<file path="src/rtl/bsg_chip_swizzle_adapter_prog.sv">
// Runtime-programmable lane swizzle between pads and guts. A shadow map is written
// over a config port, scanned for being a legal per-channel permutation, then committed.
module bsg_chip_swizzle_adapter_prog #(
  parameter  int channels_p     = 4,
  parameter  int width_p        = 10,
  localparam int lg_width_lp    = $clog2(width_p),
  localparam int lg_channels_lp = (channels_p > 1) ? $clog2(channels_p) : 1
) (
  input  logic                          clk_i,
  input  logic                          reset_n_i,
  input  logic                          cfg_v_i,
  input  logic [lg_channels_lp-1:0]     cfg_chan_i,
  input  logic [lg_width_lp-1:0]        cfg_lane_i,
  input  logic [lg_width_lp-1:0]        cfg_sel_i,
  input  logic                          cfg_commit_i,
  output logic                          cfg_ready_o,
  output logic                          done_o,
  output logic                          err_o,
  input  logic [channels_p-1:0]         port_clk_i,
  input  logic [channels_p*width_p-1:0] port_lanes_i,
  output logic [channels_p-1:0]         port_tkn_o,
  output logic [channels_p-1:0]         guts_clk_o,
  output logic [channels_p*width_p-1:0] guts_lanes_o,
  input  logic [channels_p-1:0]         guts_tkn_i
);

  typedef enum logic [1:0] {IDLE, CHECK, APPLY} state_e;
  typedef logic [lg_width_lp-1:0] sel_t;

  localparam int sel_span_lp = 1 << lg_width_lp;
  localparam sel_t last_lane_lp = sel_t'(width_p - 1);
  localparam logic [lg_channels_lp-1:0] last_chan_lp = lg_channels_lp'(channels_p - 1);

  state_e state_r, state_n;
  sel_t   act_r [channels_p][width_p];
  sel_t   shd_r [channels_p][width_p];

  logic [lg_channels_lp-1:0] scan_chan_r;
  sel_t                      scan_lane_r;
  logic [sel_span_lp-1:0]    used_r;
  logic                      err_acc_r;
  logic                      done_r;
  logic                      err_r;

  sel_t scan_sel;
  logic scan_last;
  logic entry_err;

  // Link path: clocks and tokens pass straight through, lanes are pure muxes.
  assign guts_clk_o = port_clk_i;
  assign port_tkn_o = guts_tkn_i;

  for (genvar c = 0; c < channels_p; c++) begin : g_chan
    logic [width_p-1:0] chan_lanes;
    assign chan_lanes = port_lanes_i[c*width_p +: width_p];
    for (genvar l = 0; l < width_p; l++) begin : g_lane
      assign guts_lanes_o[c*width_p + l] = chan_lanes[act_r[c][l]];
    end
  end

  assign cfg_ready_o = (state_r == IDLE);
  assign done_o      = done_r;
  assign err_o       = err_r;

  // used_r spans every encodable select so an illegal select never indexes out of range.
  assign scan_sel  = shd_r[scan_chan_r][scan_lane_r];
  assign scan_last = (scan_chan_r == last_chan_lp) && (scan_lane_r == last_lane_lp);
  assign entry_err = (scan_sel > last_lane_lp) || used_r[scan_sel];

  // NOTE: every variable written in always_comb gets a default first, so no path infers a latch.
  always_comb begin
    state_n = state_r;
    unique case (state_r)
      IDLE:    if (cfg_commit_i) state_n = CHECK;
      CHECK:   if (scan_last) state_n = (err_acc_r || entry_err) ? IDLE : APPLY;
      APPLY:   state_n = IDLE;
      default: state_n = IDLE;
    endcase
  end

  // NOTE: sequential state uses non-blocking assignments only, so every flop samples pre-edge values.
  always_ff @(posedge clk_i) begin
    if (!reset_n_i) begin
      state_r     <= IDLE;
      done_r      <= 1'b0;
      err_r       <= 1'b0;
      err_acc_r   <= 1'b0;
      used_r      <= '0;
      scan_chan_r <= '0;
      scan_lane_r <= '0;
      // NOTE: the maps are flop arrays, not RAM, so resetting them to identity is legal and cheap.
      for (int c = 0; c < channels_p; c++) begin
        for (int l = 0; l < width_p; l++) begin
          act_r[c][l] <= sel_t'(l);
          shd_r[c][l] <= sel_t'(l);
        end
      end
    end else begin
      state_r <= state_n;
      done_r  <= (state_r == APPLY);
      unique case (state_r)
        IDLE: begin
          // Write before commit: a same-cycle commit scans the freshly written entry.
          if (cfg_v_i) begin
            for (int c = 0; c < channels_p; c++) begin
              for (int l = 0; l < width_p; l++) begin
                if (cfg_chan_i == lg_channels_lp'(c) && cfg_lane_i == sel_t'(l))
                  shd_r[c][l] <= cfg_sel_i;
              end
            end
          end
          if (cfg_commit_i) begin
            err_r       <= 1'b0;
            err_acc_r   <= 1'b0;
            used_r      <= '0;
            scan_chan_r <= '0;
            scan_lane_r <= '0;
          end
        end
        CHECK: begin
          err_acc_r <= err_acc_r || entry_err;
          if (scan_lane_r == last_lane_lp) begin
            used_r      <= '0;
            scan_lane_r <= '0;
            scan_chan_r <= scan_chan_r + 1'b1;
          end else begin
            if (!entry_err) used_r[scan_sel] <= 1'b1;
            scan_lane_r <= scan_lane_r + 1'b1;
          end
          if (scan_last && (err_acc_r || entry_err)) err_r <= 1'b1;
        end
        APPLY:   act_r <= shd_r;
        default: ;
      endcase
    end
  end

endmodule

</file>
<file path="config.mk">
export PLATFORM = sky130hd
export DESIGN_NAME = bsg_chip_swizzle_adapter_prog
export DESIGN_NICKNAME = d
export VERILOG_FILES = /design/src/rtl/bsg_chip_swizzle_adapter_prog.sv
export SDC_FILE = /design/constraint.sdc
export NUM_CORES = 1
export LEC_CHECK = 0
export ABC_CLOCK_PERIOD_IN_PS = 3650
export BUFFER_PORTS_ARGS = -buffer_cell sky130_fd_sc_hd__buf_4
export CAP_MARGIN = 20
export CORE_ASPECT_RATIO = 2
export CORE_UTILIZATION = 26
export CTS_CLUSTER_SIZE = 12
export DETAILED_ROUTE_END_ITERATION = 10
export GPL_ROUTABILITY_DRIVEN = 1
export PLACE_DENSITY = 0.48
export SYNTH_ARGS = -nofsm -noshare
export SYNTH_HDL_FRONTEND = slang
export SYNTH_SLANG_ARGS = --single-unit
</file>
<file path="constraint.sdc">
create_clock -name clk_i -period 3.65 [get_ports clk_i]
set_input_delay 0.5475 -clock clk_i [delete_from_list [all_inputs] [get_ports clk_i]]
set_output_delay 0.5475 -clock clk_i [all_outputs]
set_load 0.01 [all_outputs]
</file>
==> out/metrics.csv <==
stage,metric,value,unit
run_status,outcome,"complete, no violations",
synth,synth_xor_area_share,0.1504,%
synth,synth_top_family_by_area,multiplexers,
synth,synthCells,1860,
floorplan,fp.dieH,368.6,um
synth,synth_nets,1925,
floorplan,rows,134,
cts,ctsHtreeMaxLevel,2,
cts,cts-resized-gates,0,
synth,netlist_area,0.01747,sq mm
cts,post-cts-setup-buffers,0,
finish,diodes,0,
floorplan,die-area,0.06828,sq mm
routing,drtPass1Iterations,5,
global_route,grt_usage,19.23,%
global_route,antenna_found_initial,0,
synth,synth_edf_count,0,
global_route,grt_max_degree,183,
place,place_hpwl,49.52,mm
synth,syn-mean-instance-area,9.391,sq um
synth,ys.flop_type,dfxtp_1,
sta,hold_violations,0,
synth,synth-adder-area-share,0.2149,%
routing,drc_errors,0,
sta,rsz0062_at_grt,no,
synth,synth_top_area_share,39.08,%
finish,final_cell_mix,"nand2_1 (497), dfxtp_1 (340), mux2i_1 (219), a21boi_0 (128), nand3_1 (122)",
finish,syn2layout_area_growth,14.83,%
finish,layout.nets,1951,
place,portBuffers,96,
place,placed_area,0.01905,sq mm
cts,clkLatencyLatePin,0.54,ns
worst_setup_path,critPathLaunchType,register,
floorplan,ios,113,
routing,wirelength,64.73,mm
global_route,overflow,0,
cts,clockBufferDepth,3,
cts,path_clk_slew,0.06,ns
routing,post_drt_wl_per_cell,23.31,um
worst_setup_path,cpPeakStageDelay,0.53,ns
floorplan,die_w,185.3,um
synth,yosysTopAreaCell,dfxtp_1,
cts,cts_root_buffer,clkbuf_16,
cts,cts_hold_buf,0,
cts,cts_tree,built,
finish,fin_area,0.02006,sq mm
synth,yosys-top-cells-area,"dfxtp_1 (39%), mux4_2 (15%), mux2i_1 (13%)",
power_and_ir_drop,power_leakage,7.136,nW
worst_hold_path,worstHoldPathType,input port to register,
place,routabilityCongestion,0.9369,
sta,fin_setup_tns,0,ns
floorplan,initial_core_util,26.24,%
worst_setup_path,path_buf_inv,2,
worst_setup_path,cp.required,4.10,ns
worst_setup_path,cp_max_fo,11,
finish,layout-drive-gt1-share,16.11,%
power_and_ir_drop,irDropWorstVdd,0.2350,mV
power_and_ir_drop,powerDensity,389.4,mW/mm^2
sta,clock_skew,0.01946,ns
synth,async_flop_share,0,%
synth,yosysSeqAreaShare,39.08,%
worst_setup_path,critPathCaptureType,register,
sta,drv_slew,0,
finish,final_common_cell,nand2_1,
worst_setup_path,worst-setup-path-type,register to register,
sta,period_minus_slack,3.125,ns
routing,drt_iter0_markers,994,
floorplan,coreArea,0.06656,sq mm
synth,yosysWarnings,0,
sta,slew_headroom,39.30,%
routing,ant_nets,0,
synth,synth_seq_cells,341,
sta,fmax,320.0,MHz
job,maxCapViolations,0,
synth,synthMuxAreaShare,28.30,%
worst_setup_path,path_cells,buf_4 -> buf_4 -> mux4_2 -> mux2i_1 -> nand2_1 -> o211ai_1 -> nand3_1 -> or2_2 -> nor2_1 -> nand2_1 -> o21ai_0,
synth,synth_cell_types,49,
routing,via_per_inst,5.000,
sta,tightest_slew,0.9036,ns
sta,setup_viol,0,
worst_setup_path,crit_slowest_cell,mux4_2,
synth,synth_compound_area_share,8.302,%
worst_setup_path,crit_family,simple AND/OR/NAND/NOR gates,
routing,vias,13890,
synth,synthSimpleGateAreaFrac,20.67,%
global_route,grt_pass1_vias,14220,
worst_setup_path,arrival,3.57,ns
cts,cts.sinks,341,
cts,numCtsBuffers,35,
global_route,grt_pass1_wl,96.57,mm
sta,fin_crit_sh,85.61,%
[metrics by stage]
step / std cells / utilization, % / setup WS, ns / power (mW) / hold WS, ns
detailed placement: 2733 / 28.62 / 0.5349 / 4.485 / 0.4428
global route: 2777 / 30.13 / 0.2793 / 8.082 / 0.4058
floorplan: 1860 / - / 0.7989 / 4.215 / 0.4157
finish: 2777 / 30.13 / 0.5251 / 7.810 / 0.3841
CTS: 2777 / 30.13 / 0.5185 / 7.922 / 0.3658
global placement: 2733 / 28.62 / 0.4880 / 4.476 / 0.4375
[synthesized netlist by cell type, types with 2 or more instances]
library cell	n
nand2_1	497
dfxtp_1	341
mux2i_1	219
a21boi_0	128
nand3_1	122
mux4_2	117
clkbuf_1	110
nor2b_1	83
nor2_1	47
o21ai_0	47
nor3_1	44
buf_1	8
buf_2	8
buf_4	8
mux2_2	7
nand3b_1	7
nand2b_1	6
inv_1	5
and2_1	4
a211oi_1	3
ha_1	3
nand4_1	3
nor3b_1	3
nor4_1	3
o21ai_1	3
or2_2	3
a21oi_1	2
a21oi_2	2
a22o_1	2
a32o_1	2
a32oi_1	2
o22ai_1	2
o41ai_1	2
xor2_1	2
[worst min-delay path, cell delays in order]
cell	delay, ns
buf_4	0.12
inv_1	0.04
o311ai_0	0.09
o21ai_1	0.07
[worst paths after layout]
path	slack, ns	startpoint	endpoint	cells past startpoint
worst max-delay path	0.53	scan_lane_r[0]$_SDFFE_PN0P_	used_r[1]$_SDFFE_PN0P_	11
worst min-delay path	0.38	cfg_commit_i	err_acc_r$_SDFFE_PN0P_	4
worst max register to register	0.53	scan_lane_r[0]$_SDFFE_PN0P_	used_r[1]$_SDFFE_PN0P_	11
worst min register to register	0.46	err_acc_r$_SDFFE_PN0P_	state_r[1]$_SDFFE_PN0P_	1
[layer usage]
metal	wire length (um)	GRT usage [%]
met1	22460	19.32
met2	34640	35.66
met4	5263	14.11
met5	0	0
met3	2368	2.329
[state kept, by name, summed over array words and instances, names as in the netlist]
signal and count:
used_r 10, err_o 1, shd_r 160, scan_chan_r 2, state_r 2, act_r 160, scan_lane_r 4, err_acc_r 1
done_o 1
[layout make-up]
class | count | area [sq um]
Fill cell | 6927 | 46500
Timing Repair Buffer | 124 | 1012
Inverter | 5 | 18.77
Clock buffer | 41 | 960.9
Sequential cell | 341 | 6828
Clock inverter | 3 | 43.79
Tap cell | 884 | 1106
Multi-Input combinational cell | 1379 | 10090
[power by group]
group / leakage, nW / total, mW / switching, mW / internal (mW)
Combinational: 3.89 / 0.641 / 0.368 / 0.273
Sequential: 2.75 / 3.76 / 0.0208 / 3.73
Clock: 0.495 / 3.41 / 1.50 / 1.91
Total: 7.14 / 7.81 / 1.89 / 5.92
[cells by family (layout without fill, tap and decap cells)]
family	count (synthesis)	after routing
muxes	345	345
xor gates and xnor gates	3	3
DFF	341	341
and+or+nand+nor	825	825
buffers and inverters	140	173
AOI/OAI and AO/OA	203	203
adders and majority gates	3	3
Note: power is estimated with default switching activity, not from simulation.
